--- config.mk ---
export PLATFORM = sky130hd
export DESIGN_NAME = pacman_move_ctrl
export DESIGN_NICKNAME = d
export VERILOG_FILES = /design/src/rtl/pacman_move_ctrl.sv
export SDC_FILE = /design/constraint.sdc
export NUM_CORES = 1
export LEC_CHECK = 0
export CORE_MARGIN = 2
export CORE_UTILIZATION = 60
export DETAILED_ROUTE_END_ITERATION = 16
export GPL_ROUTABILITY_DRIVEN = 0
export PLACE_DENSITY = 0.82
export SLEW_MARGIN = 30
export SYNTH_ARGS = -nofsm -noshare
export SYNTH_HDL_FRONTEND = slang
export SYNTH_SLANG_ARGS = --single-unit
export TNS_END_PERCENT = 50
--- constraint.sdc ---
create_clock -name clk -period 5 [get_ports clk]
set_clock_uncertainty 0.05 [all_clocks]
set_input_delay 0.75 -clock clk [delete_from_list [all_inputs] [get_ports clk]]
set_output_delay 0.75 -clock clk [all_outputs]
set_load 0.02 [all_outputs]
--- src/rtl/pacman_move_ctrl.sv ---
// Pacman movement controller: one grid step per movement tick,
// with buffered turns resolved against an external synchronous wall map.
module pacman_move_ctrl #(
   parameter int GRID_W   = 16,
   parameter int GRID_H   = 16,
   parameter int START_X  = 1,
   parameter int START_Y  = 1,
   parameter int STEP_DIV = 2000000,
   localparam int XW = $clog2(GRID_W),
   localparam int YW = $clog2(GRID_H)
) (
   input  logic          clk,
   input  logic          reset,
   input  logic [3:0]    dir,
   input  logic          wall_rdata,
   output logic          wall_req,
   output logic [XW-1:0] wall_x,
   output logic [YW-1:0] wall_y,
   output logic [XW-1:0] pos_x,
   output logic [YW-1:0] pos_y,
   output logic [3:0]    cur_dir,
   output logic          moved,
   output logic          blocked,
   output logic          busy
);

   localparam int CW = $clog2(STEP_DIV);
   localparam logic [XW-1:0] XMAX = XW'(GRID_W - 1);
   localparam logic [YW-1:0] YMAX = YW'(GRID_H - 1);

   typedef enum logic [2:0] {
      IDLE,
      Q_DES,
      W_DES,
      Q_CUR,
      W_CUR
   } state_t;

   state_t        state;
   logic [CW-1:0] count;
   logic          tick;
   logic [3:0]    des_dir;
   logic          data_ph;
   logic [XW-1:0] dx, cx;
   logic [YW-1:0] dy, cy;

   // Neighbouring cell in direction d, wrapping at every edge.
   function automatic logic [XW+YW-1:0] step(
      input logic [3:0]    d,
      input logic [XW-1:0] x,
      input logic [YW-1:0] y
   );
      logic [XW-1:0] nx;
      logic [YW-1:0] ny;
      nx = x;
      ny = y;
      case (d)
         4'b0001: nx = (x == XMAX) ? '0 : x + 1'b1;
         4'b0100: nx = (x == '0) ? XMAX : x - 1'b1;
         4'b0010: ny = (y == YMAX) ? '0 : y + 1'b1;
         4'b1000: ny = (y == '0) ? YMAX : y - 1'b1;
         default: ;
      endcase
      return {nx, ny};
   endfunction

   assign {dx, dy} = step(des_dir, pos_x, pos_y);
   assign {cx, cy} = step(cur_dir, pos_x, pos_y);
   assign tick     = (count == CW'(STEP_DIV - 1));
   assign busy     = (state != IDLE);

   // Free-running movement tick divider.
   always_ff @(posedge clk) begin
      if (reset)
         count <= '0;
      else if (tick)
         count <= '0;
      else
         count <= count + 1'b1;
   end

   // Move FSM; each W state spans the request cycle and the data cycle.
   always_ff @(posedge clk) begin
      if (reset) begin
         state    <= IDLE;
         pos_x    <= XW'(START_X);
         pos_y    <= YW'(START_Y);
         cur_dir  <= '0;
         des_dir  <= '0;
         wall_req <= 1'b0;
         wall_x   <= '0;
         wall_y   <= '0;
         moved    <= 1'b0;
         blocked  <= 1'b0;
         data_ph  <= 1'b0;
      end else begin
         wall_req <= 1'b0;
         moved    <= 1'b0;
         blocked  <= 1'b0;
         case (state)
            IDLE: begin
               if (tick) begin
                  des_dir <= dir;
                  state   <= Q_DES;
               end
            end
            Q_DES: begin
               data_ph <= 1'b0;
               if ($onehot(des_dir)) begin
                  wall_x   <= dx;
                  wall_y   <= dy;
                  wall_req <= 1'b1;
                  state    <= W_DES;
               end else begin
                  state <= Q_CUR;
               end
            end
            W_DES: begin
               if (!data_ph) begin
                  data_ph <= 1'b1;
               end else if (!wall_rdata) begin
                  pos_x   <= wall_x;
                  pos_y   <= wall_y;
                  cur_dir <= des_dir;
                  moved   <= 1'b1;
                  state   <= IDLE;
               end else begin
                  state <= Q_CUR;
               end
            end
            Q_CUR: begin
               data_ph <= 1'b0;
               if (cur_dir == 4'b0000) begin
                  blocked <= 1'b1;
                  state   <= IDLE;
               end else begin
                  wall_x   <= cx;
                  wall_y   <= cy;
                  wall_req <= 1'b1;
                  state    <= W_CUR;
               end
            end
            W_CUR: begin
               if (!data_ph) begin
                  data_ph <= 1'b1;
               end else begin
                  if (!wall_rdata) begin
                     pos_x <= wall_x;
                     pos_y <= wall_y;
                     moved <= 1'b1;
                  end else begin
                     cur_dir <= '0;
                     blocked <= 1'b1;
                  end
                  state <= IDLE;
               end
            end
            default: state <= IDLE;
         endcase
      end
   end

endmodule

==> results of run 1 <==
layer usage:
layer / routed length [um] / up-vias / track usage
met5: 0 / - / 0
met3: 333 / 10 / 0.0415
met1: 2770 / 1254 / 0.292
li1: - / 1315 / -
met4: 92 / 0 / 0.101
met2: 3300 / 93 / 0.437
Yosys cell counts (all sizes together) (7+ instances only):
master / count
ha: 10
a31oi: 7
inv: 17
nand2: 22
xor2: 10
nand3: 17
o21ai: 9
dfxtp: 52
a21oi: 15
nor3: 11
clkbuf: 15
nand2b: 11
mux2i: 15
xnor2: 10
nor2: 55
through the flow:
| step | util | cells | hold WS (ps) | worst slack [ps] | instance area [um2] |
|---|---|---|---|---|---|
| 2_1_floorplan | - | 360 | 380 | 2290 | 2990 |
| 3_3_place_gp | 0.694 | 438 | 391 | 2080 | 3300 |
| 3_5_place_dp | 0.694 | 438 | 410 | 1970 | 3300 |
| 4_1_cts | 0.721 | 445 | 432 | 1950 | 3430 |
| 5_1_grt | 0.721 | 445 | 457 | 1700 | 3430 |
| 6_report | 0.721 | 445 | 423 | 1940 | 3430 |
power by group through the flow:
stage	Sequential, mW	Combinational, mW	Clock (mW)
after floorplan	0.431	0.0241	0
after global placement	0.432	0.0345	0
after detailed placement	0.432	0.0351	0
after CTS	0.423	0.0354	0.340
after global routing	0.424	0.0394	0.352
final	0.423	0.0353	0.330
area by class of cell:
type	instances	area share
clock buffers	5	0.0201
clock inverters	2	0.0175
inverters	17	0.0186
multi-input cells	271	0.526
flip-flops and latches	52	0.304
well taps	67	0.0245
repair buffers	31	0.0898
registers in the layout (all words and copies together), names as in the netlist:
name and flops:
blocked 1, count 21, cur_dir 4, data_ph 1, des_dir 4, moved 1, pos_x 4, pos_y 4
state 3, wall_req 1, wall_x 4, wall_y 4
logic make-up (layout without fill, tap and decap cells):
| kind of cell | Yosys count | after routing | share of synthesized area |
|---|---|---|---|
| buffers and inverters | 37 | 55 | 0.0494 |
| adder cells (fa/ha/maj) | 11 | 11 | 0.0485 |
| flip-flops | 52 | 52 | 0.348 |
| multiplexers | 15 | 15 | 0.0502 |
| XOR/XNOR | 20 | 20 | 0.0586 |
| AND/OR/NAND/NOR | 157 | 157 | 0.283 |
| AO/OA/AOI/OAI | 68 | 68 | 0.162 |
worst min path at each step:
stage,start,slack (ps),to
2_1_floorplan,count[0]$_SDFF_PP0_,380,count[0]$_SDFF_PP0_
3_3_place_gp,count[0]$_SDFF_PP0_,390,count[0]$_SDFF_PP0_
3_5_place_dp,count[0]$_SDFF_PP0_,410,count[0]$_SDFF_PP0_
4_1_cts,count[0]$_SDFF_PP0_,430,count[0]$_SDFF_PP0_
5_1_grt,count[0]$_SDFF_PP0_,460,count[0]$_SDFF_PP0_
6_report,count[0]$_SDFF_PP0_,420,count[0]$_SDFF_PP0_
==> results.json, run 1 <==
{
  "final_common_cell": "nor2_1",
  "initial_core_util": 0.629,
  "drv_slew": 0,
  "pwr-share-seq": 0.536,
  "cp_slowest_cell": "dfxtp_1",
  "cp.depth": 10,
  "grt_util_all_layers": 0.245,
  "peakVddDrop_mv": 0.165,
  "cts.sinks": 52,
  "ctsResizeCount": 0,
  "cp_slowest_stage_delay_ps": 530,
  "cp_num_buf_inv": 2,
  "path_class": "register to register",
  "n_antenna_cell": 0,
  "die_area_um2": 5570,
  "layout_common_cells": "nor2_1, dfxtp_1, clkdlybuf4s50_1",
  "yosysWarnings": 0,
  "detail-route-antenna-nets": 0,
  "die_w_um": 74.6,
  "synthesis.nets": 378,
  "antenna_found_initial": 0,
  "grt_pass1_vias": 2406,
  "worstPathRequired_ps": 5200,
  "die_h_um": 74.6,
  "cts_hold_buf": 0,
  "fin_crit_sh": 0.612,
  "p_leak_nw": 1.27,
  "p_comb_frac": 0.045,
  "port_buffers": 30,
  "crit_end": "wall_x[0]$_SDFFE_PP0P_",
  "finalHoldViolCount": 0,
  "min_path_cells": 1,
  "p_int_uw": 630,
  "fillers": 384,
  "synthArstFlopShare": 0,
  "clk-insertion-delay-late_ps": 300,
  "reg2reg_depth": 10,
  "regToRegStartpoint": "des_dir[3]$_SDFFE_PP0P_",
  "cp-start-kind": "register",
  "ys_seq_area_frac": 0.348,
  "cts_setup_buffers": 0,
  "core_um2": 4750,
  "power_density_nw_per_um2": 230,
  "synth-edff-count": 0,
  "switching_share": 0.201,
  "drc": 0,
  "ys_ff_latch": 52,
  "timing.rr.end": "wall_x[0]$_SDFFE_PP0P_",
  "cts_tree": "done",
  "path_cells": "inv_1 > fa_1 > inv_1 > ha_1 > ha_1 > nand2b_1 > o21ai_1 > nand3_1 > nor2_1 > a32o_1",
  "gr-total-overflow": 0,
  "cpLargestDelayFamily": "adder cells",
  "grt_pass1_wl_um": 10600,
  "tns_ps": 0,
  "dr.pass1.iters": 6,
  "cap_violations": 0,
  "numCtsBuffers": 5,
  "synth_cells": 360,
  "relSlewSlack": 0.546,
  "cts_root_buf": "clkbuf_8",
  "syn-cell-area_um2": 2990,
  "drive_gt1_frac": 0.0476,
  "grt_max_degree": 29,
  "io_pins": 31,
  "rsz0062_at_grt": "false",
  "synth.distinct_cells": 56,
  "wire_per_inst_um": 14.6,
  "max_freq_mhz": 327,
  "hpwl_um": 4590,
  "wl_um": 6500,
  "power.switching_uw": 158,
  "via_per_inst": 6.00,
  "tightest_slew_ps": 681,
  "clk_path_buf_depth": 2,
  "clkTransAtPathRegs_ps": 90,
  "rrSetupSlack_ps": 1940,
  "nets": 396,
  "cts.htree.levels": 2,
  "core.rowCount": 25,
  "p_total_uw": 788,
  "status": "complete, no violations",
  "syn_area_per_cell_um2": 8.31,
  "period_minus_slack_ps": 3060,
  "synthTopCellsByArea": "dfxtp_1, nor2_1, mux2i_1",
  "vias": 2672,
  "multiInputGateArea_um2": 1800,
  "end_kind": "register",
  "seqCellArea_um2": 1040,
  "hp-class": "register to register",
  "yosysTopAreaCell": "dfxtp_1",
  "crit_start": "des_dir[3]$_SDFFE_PP0P_",
  "detail_route.iter0.violations": 208,
  "synth-main-ff-cell": "dfxtp_1",
  "area_delta_synth_final_pct": 14.6,
  "crit_fanout": 12,
  "arrival_ps": 3260,
  "setup_viol": 0,
  "synth_top_area_frac": 0.348,
  "clock_power_share": 0.419
}
(Power assumes the default switching activity.)
==> inputs of run 2 (changes only) <==
- CORE_UTILIZATION: 60 -> 51
- PLACE_DENSITY: 0.82 -> 0.74
- clock period: 5 -> 2.8 ns (I/O delays scaled with it)
==> results.json, run 2 (same netlist as run 1, synthesis figures left out) <==
{
  "io_pins": 31,
  "hp-class": "register to register",
  "whs_endpoint": "count[0]$_SDFF_PP0_",
  "finalHoldViolCount": 0,
  "grt_pass1_wl_um": 11300,
  "drc": 0,
  "cts_setup_buffers": 0,
  "largest_register": "count",
  "final_area_um2": 3450,
  "path_class": "register to register",
  "rsz0062_at_grt": "false",
  "drive_gt1_frac": 0.0648,
  "cts_root_buf": "clkbuf_8",
  "cp_slowest_cell": "fa_1",
  "grt_pass1_vias": 2397,
  "die_w_um": 80.6,
  "wl_um": 6720,
  "area_delta_synth_final_pct": 15.2,
  "die_area_um2": 6490,
  "cts.sinks": 52,
  "regToRegStartpoint": "des_dir[0]$_SDFFE_PP0P_",
  "cpLargestDelayFamily": "adder cells",
  "place_area_um2": 3360,
  "largest_reg_flops": 21,
  "via_per_inst": 5.70,
  "fin_crit_sh": 0.919,
  "power_density_nw_per_um2": 365,
  "n_antenna_cell": 0,
  "dr.pass1.iters": 4,
  "wire_per_inst_um": 14.7,
  "cp-start-kind": "register",
  "arrival_ps": 2730,
  "final_common_cell": "nor2_1",
  "cp_slowest_stage_delay_ps": 540,
  "hold_start": "count[0]$_SDFF_PP0_",
  "clk_path_buf_depth": 2,
  "period_minus_slack_ps": 2570,
  "port_buffers": 30,
  "max_freq_mhz": 389,
  "cts.htree.levels": 2,
  "clk-insertion-delay-late_ps": 300,
  "grt_max_degree": 19,
  "status": "complete, no violations",
  "cts_tree": "done",
  "end_kind": "register",
  "cap_violations": 0,
  "hpwl_um": 4970,
  "layout_common_cells": "nor2_1, dfxtp_1, clkdlybuf4s50_1",
  "fillers": 495,
  "gr-total-overflow": 0,
  "grt_util_all_layers": 0.219,
  "peakVddDrop_mv": 0.239,
  "nets": 403,
  "setup_viol": 0,
  "relSlewSlack": 0.584,
  "tns_ps": 0,
  "rrSetupSlack_ps": 230,
  "clkTransAtPathRegs_ps": 100,
  "min_path_cells": 1,
  "postLayoutCoreUtil": 0.618,
  "timing.rr.end": "wall_x[2]$_SDFFE_PP0P_",
  "die_h_um": 80.6,
  "ctsResizeCount": 0,
  "core.rowCount": 27,
  "cp_num_buf_inv": 2,
  "tightest_slew_ps": 622,
  "initial_core_util": 0.537,
  "drv_slew": 0,
  "numCtsBuffers": 5,
  "antenna_found_initial": 0,
  "cts_hold_buf": 0,
  "detail-route-antenna-nets": 0,
  "detail_route.iter0.violations": 153,
  "path_cells": "inv_1 > fa_1 > inv_1 > ha_1 > ha_1 > nand2b_1 > o21ai_1 > a31oi_2 > a22o_1",
  "p_leak_nw": 1.28,
  "reg2reg_depth": 9,
  "worstPathRequired_ps": 2950,
  "vias": 2609,
  "core_um2": 5570,
  "crit_fanout": 8
}
## run 2: changes by cell type in the layout (fill, tap and decap cells not counted), sizes merged
cell / delta
buf: +7
clkbuf: +1
bufinv: -2
clkinv: +1
clkinvlp: +1
## run 2: how the worst max path moves through the flow
stage / start / end / cells past startpoint
2_1_floorplan: des_dir[3]$_SDFFE_PP0P_ / wall_x[0]$_SDFFE_PP0P_ / 11
3_3_place_gp: des_dir[0]$_SDFFE_PP0P_ / wall_x[2]$_SDFFE_PP0P_ / 9
3_5_place_dp: des_dir[0]$_SDFFE_PP0P_ / wall_x[2]$_SDFFE_PP0P_ / 9
4_1_cts: des_dir[0]$_SDFFE_PP0P_ / wall_x[2]$_SDFFE_PP0P_ / 9
5_1_grt: des_dir[0]$_SDFFE_PP0P_ / wall_x[2]$_SDFFE_PP0P_ / 9
6_report: des_dir[0]$_SDFFE_PP0P_ / wall_x[2]$_SDFFE_PP0P_ / 9
## run 2: area by class of cell
cell class	instances	area, um2	area share
multi-input cells	271	1800	0.523
inverters	17	63.8	0.0185
clock inverters	2	16.3	0.00472
well taps	72	90.1	0.0261
repair buffers	38	360	0.105
flip-flops and latches	52	1040	0.302
clock buffers	6	72.6	0.0211
## run 2: per-layer routing
metal | wire [um] | up-vias | GRT usage
li1 | - | 1329 | -
met1 | 3030 | 1212 | 0.285
met2 | 3300 | 64 | 0.375
met3 | 348 | 4 | 0.0393
met4 | 43 | 0 | 0.0525
met5 | 0 | - | 0
## run 2: power by group
| group | internal, mW | total (mW) | leakage (nW) | switching, mW |
|---|---|---|---|---|
| logic | 0.0287 | 0.0651 | 0.821 | 0.0364 |
| clock network | 0.179 | 0.440 | 0.0414 | 0.261 |
| registers | 0.746 | 0.755 | 0.419 | 0.00918 |
## run 2: per-stage QoR
step | power [mW] | hold WS, ps | std cells | worst slack [ps]
floorplan | 0.812 | 380 | 360 | 92.7
finish | 1.26 | 431 | 458 | 227
global placement | 0.836 | 393 | 450 | 313
CTS | 1.27 | 432 | 458 | 228
global route | 1.30 | 475 | 458 | 53.9
detailed placement | 0.837 | 409 | 450 | 242
